===== config.mk =====
export PLATFORM = sky130hd
export DESIGN_NAME = fib_seq_engine
export DESIGN_NICKNAME = d
export VERILOG_FILES = /design/src/rtl/fib_seq_engine.sv
export SDC_FILE = /design/constraint.sdc
export NUM_CORES = 1
export LEC_CHECK = 0
export CORE_ASPECT_RATIO = 0.8
export CORE_MARGIN = 5
export CORE_UTILIZATION = 40
export CTS_CLUSTER_SIZE = 40
export DETAILED_ROUTE_END_ITERATION = 10
export PLACE_DENSITY = 0.68
export SLEW_MARGIN = 20
export SYNTH_ARGS = -nofsm -noshare
export SYNTH_HDL_FRONTEND = slang
export SYNTH_SLANG_ARGS = --single-unit

===== constraint.sdc =====
create_clock -name clk -period 10.4 [get_ports clk]
set_input_delay 3.12 -clock clk [delete_from_list [all_inputs] [get_ports clk]]
set_output_delay 3.12 -clock clk [all_outputs]
set_load 0.01 [all_outputs]

===== src/rtl/fib_seq_engine.sv =====
// Two-seed additive sequence engine (Fibonacci / Lucas) with a start/busy/done
// handshake, parametrised result width and a true-term overflow flag.
module fib_seq_engine #(
  parameter int WIDTH = 32,
  parameter int N_W   = 6
) (
  input  logic             clk,
  input  logic             rst,
  input  logic             start,
  input  logic [N_W-1:0]   n,
  input  logic             mode,
  output logic             busy,
  output logic             done,
  output logic [WIDTH-1:0] out,
  output logic             overflow,
  output logic [N_W-1:0]   count
);

  typedef enum logic [1:0] {IDLE, RUN, FIN} state_t;

  state_t           state, state_nxt;
  logic [WIDTH-1:0] a, b;
  logic             a_ovf, b_ovf;
  logic [N_W-1:0]   n_q;
  logic [WIDTH:0]   sum;
  logic             last, accept, step, finish;

  assign sum  = {1'b0, a} + {1'b0, b};
  assign last = (count == n_q);

  always_ff @(posedge clk or posedge rst) begin
    if (rst) state <= IDLE;
    else     state <= state_nxt;
  end

  always_comb begin
    state_nxt = state;
    case (state)
      IDLE, FIN: if (start) state_nxt = RUN;
      RUN:       if (last)  state_nxt = FIN;
      default:   state_nxt = IDLE;
    endcase
  end

  always_comb begin
    busy   = (state == RUN);
    accept = (state != RUN) && start;
    step   = (state == RUN) && !last;
    finish = (state == RUN) && last;
  end

  // a holds term count, b the look-ahead term count+1; each carries its own
  // sticky overflow so an early overflow of b never taints the reported term.
  always_ff @(posedge clk or posedge rst) begin
    if (rst) begin
      a        <= '0;
      b        <= '0;
      a_ovf    <= 1'b0;
      b_ovf    <= 1'b0;
      n_q      <= '0;
      count    <= '0;
      done     <= 1'b0;
      out      <= '0;
      overflow <= 1'b0;
    end else begin
      done <= finish;
      if (accept) begin
        n_q   <= n;
        a     <= mode ? WIDTH'(2) : '0;
        b     <= WIDTH'(1);
        a_ovf <= 1'b0;
        b_ovf <= 1'b0;
        count <= '0;
      end else if (step) begin
        a     <= b;
        b     <= sum[WIDTH-1:0];
        a_ovf <= b_ovf;
        b_ovf <= a_ovf | b_ovf | sum[WIDTH];
        count <= count + 1'b1;
      end
      if (finish) begin
        out      <= a;
        overflow <= a_ovf;
      end
    end
  end

endmodule


==> reports/results.ini <==
[critical_path]
worst_setup_path_start_kind=flip-flop
worst-setup-path-type=flip-flop to output pin
crit_fanout=4
arrival_ns=1.73
cp.required_ns=7.28
slowest_delay_ns=0.58
endpoint_kind=output pin
cp_slowest_cell=clkdlybuf4s50_1
crit_chain=nand2b_1 -> inv_1 -> clkdlybuf4s50_1

[status]
status=finished, final reports clean

[route]
drtAntennaViolNets=0
drt_iter0_drc=369
num_vias=5026
avgViaCountPerCell=5.46
post_drt_wl_per_cell_um=15.7
post-route-drc-count=0
drt-pass1-iter-count=5
wl_um=14400

[logic_synthesis]
synthArstFlopShare=1.00
yosys.area.top_type=dfrtp_1
synth_seq_cells=114
synth_edf_count=0
synthCells=665
yosysUniqueCellTypes=60
synth.avg_cell_area_sq_um=9.41
synth.most_common_cell=dfrtp_1
synth_area_sq_um=6260
syn-num-nets=709
netlist_top_cells_count=dfrtp_1, nand2_1, nand3_1
yosysTopAreaCellShare=0.456
yosys_warnings=0
synth_ff_type=dfrtp_1
yosysSeqAreaShare=0.456
synth_area_leaders=dfrtp_1, nand2_1, ha_1

[die]
rows=40
die_y_um=122
start_util=0.413
die_w_um=150
dieArea_sq_um=18300
core_sq_um=15200
pin_count=51

[cts]
cts_tree=built
clock_latency_ns=0.42
clock-sinks=114
cts_max_path_buffers=2
cts_buffers=17
postCtsSetupBuffers=0
clkTransAtPathRegs_ns=0.05
cts_root_buf=clkbuf_16
htree_levels=4
cts_resized=0
postCtsHoldBufs=0

[pwr]
p_per_area_nw_per_um2=406
ir_worst_vdd_uv=335
leakage_nw=3.49

[sta]
finalHoldViolCount=0
fin_tns_setup_ns=0
fin_worst_skew_ns=0.00889
post-route-period-util=0.467
drv_slew=0
tightest_slew_ns=0.987
slew_headroom=0.342
timing.fmax_ghz=0.206
rsz0062_at_grt=no
finalSetupViolations=0
fin_crit_ns=4.85

[global_routing]
grt_pass1_wl_um=24800
antenna_found_initial=0
top_usage_layer=met2
grtUsageMet2=0.258
grt_overflow=0
grt_pass1_vias=4996
grtUsageMet3=0.0513
grt_max_degree=104
grt_use_total=0.169
grtUsageMet1=0.232

[worst_hold_path]
hold_class=flip-flop to flip-flop

[finish]
diodes=0
area_growth_pct=20.1
final_nets=745
nFillCells=1379
final_core_util=0.496
drive_gt1_frac=0.113

[placement]
port_buffers=50
routabilityCongestion=0.830
dp_hpwl_um=9570

[flow_run]
drv_cap=0

==> kinds of logic (layout without fill, tap and decap cells) <==
kind of cell,Yosys count,count (layout),synth area share
flops,114,114,0.456
buf+inv,52,98,0.0316
simple gates,255,255,0.190
compound gates,146,146,0.151
mux,34,34,0.0610
fa+ha+maj,34,34,0.0692
xor+xnor,30,30,0.0420
==> through the flow <==
stage	total power, mW	instances	instance area [sq um]	hold WS (ns)	setup slack, ns
floorplan	2.01	665	6260	0.438	4.26
global placement	2.40	892	6940	0.455	5.48
detailed placement	2.46	892	6940	0.470	5.41
CTS	3.07	921	7520	0.482	5.53
global route	3.31	921	7520	0.505	5.45
finish	3.05	921	7520	0.482	5.55
==> state kept, by name, indices dropped and copies added (netlist names) <==
name / count
done: 1
out: 32
a: 32
n_q: 6
b: 32
a_ovf: 1
count: 6
overflow: 1
b_ovf: 1
state: 2
==> power breakdown <==
group / switching (mW) / internal, mW / total, mW
clock: 0.192 / 0.390 / 0.582
combinational: 0.959 / 0.694 / 1.65
sequential: 0.157 / 0.662 / 0.818
total: 1.31 / 1.75 / 3.05
==> placed cells by master (no fill, tap or decap), types with 4 or more instances in the layout <==
cell type        instances
xnor2_1                 19
xor2_1                  11
o211ai_1                 4
o21a_1                   4
nand4_1                 15
nand3_1                 70
dfrtp_1                114
clkbuf_16               17
o21bai_1                 6
nor2_1                  25
a21oi_1                 44
ha_1                    33
buf_4                    6
and3_1                   5
mux2_2                  33
o21ai_0                 37
nor3_1                   5
inv_1                   12
a21o_1                  15
nand2b_1                 4
nand2_1                112
a31oi_1                  4
clkdlybuf4s50_1         50
==> metal layers <==
metal	part of all wire	wire length, um	vias to the layer above
met5	0	0	-
met2	0.45	6550	114
met3	0.051	730	18
met4	0.011	159	0
li1	-	-	2439
met1	0.48	6990	2455
==> worst max-delay path: cells and delay by family, from the launching register on <==
| family | cells | cell delay (ns) |
|---|---|---|
| and+or+nand+nor | 1 | 0.19 |
| DFF | 1 | 0.37 |
| buffers and inverters | 2 | 0.76 |
==> final cells by class <==
class                   count  area, sq um  area share
clock buffers              23          478      0.0636
clock inverters             6          105      0.0140
inverters                  13         51.3     0.00682
multi-input cells         499         3230       0.429
flip-flops and latches    114         2850       0.379
well taps                 210          263      0.0349
repair buffers             56          546      0.0725
==> path summary, 6_finish.rpt <==
kind	from	to	slack [ns]	cells past startpoint
min	b_ovf$_DFFE_PP0P_	a_ovf$_DFFE_PP0P_	0.48	2
min in group asynchronous	rst	out[11]$_DFFE_PP0P_	3.10	2
max	state[1]$_DFFE_PP0P_	busy	5.55	3
max reg2reg	a[0]$_DFFE_PP0P_	b_ovf$_DFFE_PP0P_	7.45	9
max in group asynchronous	rst	a[11]$_DFFE_PP0P_	5.94	3
min reg2reg	b_ovf$_DFFE_PP0P_	a_ovf$_DFFE_PP0P_	0.48	2
(Power assumes the default switching activity.)
